**src/rtl/eprom_prog_pkg.sv**
```systemverilog
// rtl/eprom_prog_pkg.sv - shared state encoding and timing defaults for EPROM sequencers
package eprom_prog_pkg;

  typedef enum logic [2:0] {
    ST_IDLE     = 3'd0,
    ST_SETUP    = 3'd1,
    ST_PULSE    = 3'd2,
    ST_RECOVER  = 3'd3,
    ST_VERIFY   = 3'd4,
    ST_OVERPROG = 3'd5,
    ST_FINISH   = 3'd6
  } prog_state_e;

  localparam int TRIES_W = 5;
  localparam int MS_W    = 7;
  localparam int TMR_W   = 16;

  localparam int DEF_TICK_DIV      = 12000;
  localparam int DEF_SETUP_CYC     = 24;
  localparam int DEF_READ_CYC      = 12;
  localparam int DEF_MAX_TRIES     = 25;
  localparam int DEF_OVERPROG_MULT = 3;

endpackage

```
**src/rtl/prog_timer.sv**
```systemverilog
// rtl/prog_timer.sv - loadable down-counter with zero flag for sequencer phase timing
module prog_timer #(
  parameter int W = 16
) (
  input  logic         clk,
  input  logic         rst_n,
  input  logic         load,
  input  logic [W-1:0] load_val,
  output logic         zero
);

  logic [W-1:0] cnt_q;
  logic [W-1:0] cnt_d;

  always_comb begin
    cnt_d = cnt_q;
    if (load) begin
      cnt_d = load_val;
    end else if (cnt_q != '0) begin
      cnt_d = cnt_q - W'(1);
    end
  end

  always_ff @(posedge clk or negedge rst_n) begin
    if (!rst_n) begin
      cnt_q <= '0;
    end else begin
      cnt_q <= cnt_d;
    end
  end

  assign zero = (cnt_q == '0);

endmodule

```
**src/rtl/eprom_prog_seq.sv**
```systemverilog
// rtl/eprom_prog_seq.sv - fast-pulse EPROM byte programming sequencer
module eprom_prog_seq
  import eprom_prog_pkg::*;
#(
  parameter int ADDR_W        = 13,
  parameter int DATA_W        = 8,
  parameter int TICK_DIV      = DEF_TICK_DIV,
  parameter int SETUP_CYC     = DEF_SETUP_CYC,
  parameter int READ_CYC      = DEF_READ_CYC,
  parameter int MAX_TRIES     = DEF_MAX_TRIES,
  parameter int OVERPROG_MULT = DEF_OVERPROG_MULT
) (
  input  logic               osc,
  input  logic               rst_n,
  input  logic               start,
  input  logic               abort,
  input  logic [ADDR_W-1:0]  cfg_addr,
  input  logic [DATA_W-1:0]  cfg_data,
  input  logic [DATA_W-1:0]  dut_q,
  output logic               busy,
  output logic               done,
  output logic               fail,
  output logic [TRIES_W-1:0] tries,
  output logic [ADDR_W-1:0]  dut_addr,
  output logic [DATA_W-1:0]  dut_data,
  output logic               dut_data_oe,
  output logic               dut_E,
  output logic               dut_G,
  output logic               dut_P
);

  prog_state_e        state_q;
  logic               busy_q, done_q, fail_q, oe_q, e_q, g_q, p_q, ovp_pulse_q;
  logic [TRIES_W-1:0] tries_q;
  logic [ADDR_W-1:0]  addr_q;
  logic [DATA_W-1:0]  data_q;
  logic [MS_W-1:0]    ms_q;
  logic [MS_W-1:0]    ovp_ms;
  logic               tmr_load, tmr_zero;
  logic [TMR_W-1:0]   tmr_val;

  // Phase lengths are loaded as N-1 so that the state lasts exactly N cycles.
  always_comb begin
    tmr_load = 1'b0;
    tmr_val  = '0;
    case (state_q)
      ST_IDLE: begin
        tmr_load = start && !abort;
        tmr_val  = TMR_W'(SETUP_CYC - 1);
      end
      ST_SETUP, ST_OVERPROG: begin
        tmr_load = tmr_zero;
        tmr_val  = TMR_W'(TICK_DIV - 1);
      end
      ST_PULSE: begin
        tmr_load = tmr_zero;
        tmr_val  = TMR_W'(1);
      end
      ST_RECOVER: begin
        tmr_load = tmr_zero;
        tmr_val  = TMR_W'(READ_CYC - 1);
      end
      ST_VERIFY: begin
        tmr_load = tmr_zero;
        tmr_val  = TMR_W'(SETUP_CYC - 1);
      end
      default: ;
    endcase
  end

  prog_timer #(.W(TMR_W)) u_timer (
    .clk      (osc),
    .rst_n    (rst_n),
    .load     (tmr_load),
    .load_val (tmr_val),
    .zero     (tmr_zero)
  );

  assign ovp_ms = MS_W'(OVERPROG_MULT * int'(tries_q)) - MS_W'(1);

  always_ff @(posedge osc or negedge rst_n) begin
    if (!rst_n) begin
      state_q     <= ST_IDLE;
      busy_q      <= 1'b0;
      done_q      <= 1'b0;
      fail_q      <= 1'b0;
      tries_q     <= '0;
      addr_q      <= '0;
      data_q      <= '0;
      oe_q        <= 1'b0;
      e_q         <= 1'b1;
      g_q         <= 1'b1;
      p_q         <= 1'b1;
      ms_q        <= '0;
      ovp_pulse_q <= 1'b0;
    end else begin
      done_q <= 1'b0;
      if (state_q != ST_IDLE && abort) begin
        state_q     <= ST_IDLE;
        busy_q      <= 1'b0;
        done_q      <= 1'b1;
        fail_q      <= 1'b1;
        oe_q        <= 1'b0;
        e_q         <= 1'b1;
        g_q         <= 1'b1;
        p_q         <= 1'b1;
        ovp_pulse_q <= 1'b0;
      end else begin
        case (state_q)
          ST_IDLE: begin
            if (start && !abort) begin
              addr_q  <= cfg_addr;
              data_q  <= cfg_data;
              tries_q <= '0;
              fail_q  <= 1'b0;
              busy_q  <= 1'b1;
              e_q     <= 1'b0;
              oe_q    <= 1'b1;
              state_q <= ST_SETUP;
            end
          end
          ST_SETUP: begin
            // On a retry G has just risen, so oe returns one edge later.
            oe_q <= 1'b1;
            if (tmr_zero) begin
              p_q     <= 1'b0;
              tries_q <= tries_q + TRIES_W'(1);
              state_q <= ST_PULSE;
            end
          end
          ST_PULSE: begin
            if (tmr_zero) begin
              p_q     <= 1'b1;
              state_q <= ST_RECOVER;
            end
          end
          ST_RECOVER: begin
            oe_q <= 1'b0;
            if (tmr_zero) begin
              g_q     <= 1'b0;
              state_q <= ST_VERIFY;
            end
          end
          ST_VERIFY: begin
            if (tmr_zero) begin
              g_q <= 1'b1;
              if (dut_q == data_q) begin
                ovp_pulse_q <= 1'b0;
                state_q     <= ST_OVERPROG;
              end else if (tries_q < TRIES_W'(MAX_TRIES)) begin
                state_q <= ST_SETUP;
              end else begin
                fail_q  <= 1'b1;
                state_q <= ST_FINISH;
              end
            end
          end
          ST_OVERPROG: begin
            if (!ovp_pulse_q) begin
              oe_q <= 1'b1;
              if (tmr_zero) begin
                p_q         <= 1'b0;
                ovp_pulse_q <= 1'b1;
                ms_q        <= ovp_ms;
              end
            end else if (tmr_zero) begin
              if (ms_q == '0) begin
                p_q         <= 1'b1;
                ovp_pulse_q <= 1'b0;
                state_q     <= ST_FINISH;
              end else begin
                ms_q <= ms_q - MS_W'(1);
              end
            end
          end
          ST_FINISH: begin
            oe_q    <= 1'b0;
            e_q     <= 1'b1;
            g_q     <= 1'b1;
            p_q     <= 1'b1;
            busy_q  <= 1'b0;
            done_q  <= 1'b1;
            state_q <= ST_IDLE;
          end
          default: state_q <= ST_IDLE;
        endcase
      end
    end
  end

  assign busy        = busy_q;
  assign done        = done_q;
  assign fail        = fail_q;
  assign tries       = tries_q;
  assign dut_addr    = addr_q;
  assign dut_data    = data_q;
  assign dut_data_oe = oe_q;
  assign dut_E       = e_q;
  assign dut_G       = g_q;
  assign dut_P       = p_q;

endmodule

```
**config.mk**
```make
export PLATFORM = sky130hd
export DESIGN_NAME = eprom_prog_seq
export DESIGN_NICKNAME = d
export VERILOG_FILES = /design/src/rtl/eprom_prog_pkg.sv /design/src/rtl/prog_timer.sv /design/src/rtl/eprom_prog_seq.sv
export SDC_FILE = /design/constraint.sdc
export NUM_CORES = 1
export LEC_CHECK = 0
export ABC_AREA = 1
export ABC_CLOCK_PERIOD_IN_PS = 5900
export CORE_ASPECT_RATIO = 0.6
export CORE_MARGIN = 5
export CORE_UTILIZATION = 41
export DETAILED_ROUTE_END_ITERATION = 7
export HOLD_SLACK_MARGIN = 0.05
export PLACE_DENSITY = 0.69
export SLEW_MARGIN = 5
export SYNTH_ARGS = -nofsm -noshare
export SYNTH_HDL_FRONTEND = slang
export SYNTH_SLANG_ARGS = --single-unit
```
**constraint.sdc**
```tcl
create_clock -name osc -period 5.9 [get_ports osc]
set_clock_uncertainty 0.05 [all_clocks]
set_input_delay 1.475 -clock osc [delete_from_list [all_inputs] [get_ports osc]]
set_output_delay 1.475 -clock osc [all_outputs]
set_load 0.01 [all_outputs]
```
# Word-level counts from Yosys, hierarchy flattened
# Index checks and enable logic that the tools add are counted.
[totals] input_bits=33 ram_bits=0 memories=0 latch_bits=0 regBits=60 mem_bits_ro=0
[op_classes] multipliers=1 n_reduce_logical=30 shifts=0 order_cmp=1 bitwise=1 n_mux=57 eq_ne=24 div_mod_pow=0 addsub=4
[op_table] operator="14-bit one-hot mux with 4 select lines" count=1
[op_table] operator="3-bit != test (second input constant)" count=12
[op_table] operator="3-bit two-way mux" count=11
[op_table] operator="16-bit two-way mux" count=2
[op_table] operator="7-bit two-way mux" count=4
[op_table] operator="1-bit two-way mux" count=27
[op_table] operator="3-bit one-hot mux with 6 select lines" count=1
[op_table] operator="16-bit logical NOT" count=1
[op_table] operator="16-bit nonzero test" count=1
[op_table] operator="16-bit by 1-bit subtractor with 16-bit output (second input constant)" count=1
[op_table] operator="3-bit AND reduction" count=4
[op_table] operator="4-bit AND reduction" count=3
[op_table] operator="3-bit nonzero test" count=4
[op_table] operator="5-bit two-way mux" count=2
[op_table] operator="1-bit one-hot mux with 2 select lines" count=5
[op_table] operator="5-bit one-hot mux with 2 select lines" count=1
[op_table] operator="5-bit nonzero test" count=2
[op_table] operator="3-bit equality test (second input constant)" count=3
[op_table] operator="8-bit equality test" count=1
[op_table] operator="4-bit != test (second input constant)" count=2
[op_table] operator="1-bit one-hot mux with 4 select lines" count=2
[op_table] operator="8-bit AND reduction" count=1
[op_table] operator="7-bit logical NOT" count=1
[op_table] operator="2-bit by 5-bit multiplier with 7-bit output (first input constant)" count=1
[op_table] operator="18 further kinds" count=25

# Depth between registers and ports, before layout
[logic_depth] word_depth=6 ltp_mapped=14 depth_no_buf=13

# Cells and area by module
# From an unflattened synthesis, not the netlist that was laid out.
[unflattened] hier_cells=560 area_unflattened_um2=3928.8
[modules_own_cells] mod="eprom_prog_seq" cells_each=392 area_per_inst_um2=2795.2 n_inst=1 seq_area_each_um2=1104.8
[modules_own_cells] mod="prog_timer" cells_each=168 area_per_inst_um2=1133.6 n_inst=1 seq_area_each_um2=400.4

# Least setup slack after synthesis
# No wires, ideal clock.
[synth_timing] path_type="input port to flip-flop" start="input port start" end="register addr_q[10] (netlist: dut_addr[10])" t_arrival_ns=2.292 path_stages=6 setup_slack_ns=3.432 cell_sequence="inv_1 > nor2_1 > nand2_2 > buf_6 > buf_6 > mux2_4"
[synth_between] elab_chain_len=2
[synth_lines] element="start: declaration" line="eprom_prog_seq.sv:15" rtl="input logic start,"
[synth_lines] element="1-bit logical AND" line="eprom_prog_seq.sv:111" rtl="if (start && !abort) begin"
[synth_lines] element="3-bit AND reduction (no line)"
[synth_lines] element="end signal: assignment" line="eprom_prog_seq.sv:112" rtl="addr_q <= cfg_addr;"
[synth_lines] element="end: declaration" line="eprom_prog_seq.sv:35" rtl="logic [ADDR_W-1:0] addr_q;"
# Every way passes these cells.
# A chain may end at the register's enable or synchronous reset.

# Final worst setup path
[layout_timing] start="input port abort" end="register u_timer.cnt_q[1]"
[layout_between] elab_chain_len=4 word_cells_on_any_way=5 classes_between="mux: 2; reduce/logical: 3"
[layout_lines] element="start: declaration" line="eprom_prog_seq.sv:16" rtl="input logic abort,"
[layout_lines] element="1-bit logical NOT (*)" line="eprom_prog_seq.sv:48" rtl="tmr_load = start && !abort;"
[layout_lines] element="1-bit logical AND (*)" line="eprom_prog_seq.sv:48"
[layout_lines] element="1-bit one-hot mux with 2 select lines (*)" line="eprom_prog_seq.sv:46" rtl="case (state_q)"
[layout_lines] element="16-bit two-way mux / 2-bit nonzero test (equally long branches)"
[layout_lines] element="end signal: assignment" line="prog_timer.sv:28" rtl="cnt_q <= cnt_d;"
[layout_lines] element="end: declaration" line="prog_timer.sv:12" rtl="logic [W-1:0] cnt_q;"
# Mark *: on every way between the ends. The rest lies on a longest branch, timed or not.

==> metrics.md <==
| Metric | Value |
|---|---|
| Maximum number of pins on one net before global-route repair | 61 |
| H-tree depth | 3 |
| Dominant synthesized flop cell | dfrtp_1 |
| PD cells | just under 500 mW/mm2 |
| Area Overhead vs Synth | 27.1% |
| CTS Buf Count | 9 |
| Boundary pin count | 66 |
| First-pass GRT wire length | 15,600 um |
| Total number of vias | approximately 3,400 |
| Die area | approximately 0.011 mm2 |
| Flop pwr share | between 30% and 40% |
| Switching part of the total power | 39.2% |
| Number of nets with antenna violations after routing | 0 |
| Hold Path Class | register to register |
| RSZ-0062 raised after global routing | no |
| Warnings, synthesis | 0 |
| Clock network power share | around 22% |
| Drt wl/cell | roughly 14 um |
| Fin cells | approximately 690 |
| Final Cycle Share | between 50% and 60% |
| CP Launch Type | primary input |
| WP data required | approximately 6.1 ns |
| Synth unique cells | 35 |
| Worst setup EP type | register |
| Post-CTS Setup Bufs | 0 |
| Setup Crit Path Kind | primary input to register |
| # DRC | 0 |
| Initial DRC count | around 260 |
| Avg Cell Area, Syn | approximately 8 um2 |
| Status | complete, no violations |
| Worst-Skew Late Latency | 0.33 ns |
| Clk buf depth | 2 |
| Maxcap violations | 0 |
| Top-area cell type share of the netlist area | 37.2% |
| Post-synth EDFFs | 0 |
| Minimum clock period | 3.27 ns |
| CTS tree | done |
| DP HPWL | ~6900 um |
| Final Hold Fails | 0 |
| Fraction of layout cells with a size suffix above 1 | roughly 10% |
| Clock transition at path regs | 0.05 ns |
| CP max FO | 29 |
| Vias in the first global route | about 3,100 |
| R2r setup slk | 3.55 ns |
| Final TNS setup | 0 ns |
| Total core area | approximately 0.009 mm2 |
| NetSw | 0.923 mW |
| Hold-fix buffers, CTS | 0 |
| Die Y | around 85 um |
| Hold Slack | 0.424 ns |
| Final #Nets | ~610 |
| Worst slew margin relative to its limit | between 40% and 50% |
| Row cnt | 27 |
| Synth area leaders | dfrtp_1 37%, nand2_1 12%, inv_1 6.6% |
| CTS resizes | 0 |
| GRT Residual Overflow | 0 |
| Post-Route WL | between 9000 and 10,000 um |
| # placed instances | around 680 |
| Final instance area | between 0.004 and 0.005 mm2 |
| Root Driver | clkbuf_16 |
| Internal Power | between 1 and 1.5 mW |
| Syn Nets | 544 |
| Cell area after synthesis | around 0.0038 mm2 |
| Asr flop ratio synth | 100% |
| Tightest Pin Transition | about 0.78 ns |
| Yosys reg bits | 60 |
| Most common cell in the netlist | nand2_1 |
| Final count of negative-setup-slack endpoints | 0 |
| Maximum clock rate | between 300 and 400 MHz |
| GRT Total Usage | 17.0% |
| IO buf count | between 60 and 70 |
| Die W | 135 um |
| VDD IR max | 0.296 mV |
| Max-slew violations | 0 |
| Post-synthesis sequential area ratio | between 30% and 40% |
| Post-synth top area cell | dfrtp_1 |
| Initial Utilization | a little over two fifths |
| Cell count after synthesis | between 400 and 500 |
| Drt first pass iters | 6 |
| Post-Place Cell Area | between 0.004 and 0.005 mm2 |
| Logic pwr share | between 40% and 50% |
| GPL Wtd Cong | approximately 0.9 |
| DR vias/cell | 4.86 |
| Static Leak | 2.42 nW |
| N_diodes | 0 |
| Clk sinks | 60 |
| Antenna violations before repair | 0 |
| List of most frequent post-synthesis cells | 123 x nand2_1, 67 x inv_1, 57 x dfrtp_1, 57 x nor2_1, 38 x nand3_1 |
| Arr. time, crit path | 3.45 ns |
## worst max-delay path, stage by stage
cell and delay [ns]:
clkdlybuf4s50_1 0.65, nor2_1 0.13, nand2_2 0.54, o21ai_4 0.17, nand2_4 0.22, o21ai_0 0.14
nand2_1 0.08, nand2_1 0.04
## final cells by class
cell class	instances	area, um2
inverter	70	263
clock inverter	2	35.0
tap	130	163
multi-input combinational	353	1990
timing repair buffer	66	653
fill	831	4290
clock buffer	12	256
sequential	60	1510
## metal layers
layer	wire [um]	part of all wire [%]	GRT usage [%]	up-vias
met4	108	1.1	5.45	0
met5	0	0	0	-
met1	4680	50	24.2	1528
li1	-	-	-	1689
met2	3540	38	22.1	139
met3	1060	11	8.77	14
## kinds of logic after synthesis
| kind of cell | Yosys count | synth area share, % |
|---|---|---|
| AO/OA/AOI/OAI | 54 | 8.33 |
| adder cells (fa/ha/maj) | 20 | 6.73 |
| flip-flops | 60 | 39.3 |
| XOR/XNOR | 20 | 4.57 |
| buffers and inverters | 78 | 8.68 |
| multiplexers | 16 | 5.49 |
| AND/OR/NAND/NOR | 243 | 26.9 |
## sequential cells by signal, summed over array words and instances, names as in the netlist
register	cells
done	1
u_timer.cnt_q	16
fail	1
dut_addr	13
busy	1
state_q	3
dut_P	1
dut_data	8
dut_G	1
ms_q	7
dut_data_oe	1
dut_E	1
ovp_pulse_q	1
tries	5
## power by group through the flow
| stage | clock network [mW] | logic [mW] | registers, mW |
|---|---|---|---|
| 2_1_floorplan | 0 | 0.688 | 0.727 |
| 3_3_place_gp | 0 | 1.10 | 0.703 |
| 3_5_place_dp | 0 | 1.11 | 0.706 |
| 4_1_cts | 0.535 | 1.12 | 0.707 |
| 5_1_grt | 0.555 | 1.25 | 0.728 |
| 6_report | 0.523 | 1.12 | 0.708 |
## path summary, 6_finish.rpt
path,end,startpoint,cells after the start
setup / recovery,u_timer.cnt_q[1],abort,8
setup reg to reg,ms_q[6],u_timer.cnt_q[0],11
min in group asynchronous,u_timer.cnt_q[14],rst_n,2
hold / removal,dut_E,dut_E,2
max in group asynchronous,dut_data[1],rst_n,2
hold reg to reg,dut_E,dut_E,2
## cells in the final DEF, fill, tap and decap left out, types with 9 or more instances in the layout
master / count
clkdlybuf4s50_1: 64
ha_1: 19
dfrtp_1: 57
clkbuf_16: 9
a21oi_1: 21
xnor2_1: 9
inv_1: 67
o21ai_0: 21
nand2_1: 123
xor2_1: 11
nor2_1: 57
nand3_1: 38
## stage by stage
step | setup WS [ns] | power [mW] | utilization, %
global placement | 2.34 | 1.80 | 50.0
global route | 2.53 | 2.54 | 53.2
CTS | 2.61 | 2.36 | 53.2
detailed placement | 2.27 | 1.82 | 50.0
finish | 2.63 | 2.35 | 53.2
floorplan | 3.43 | 1.42 | -
No activity file was read; power rests on OpenSTA's default activity.
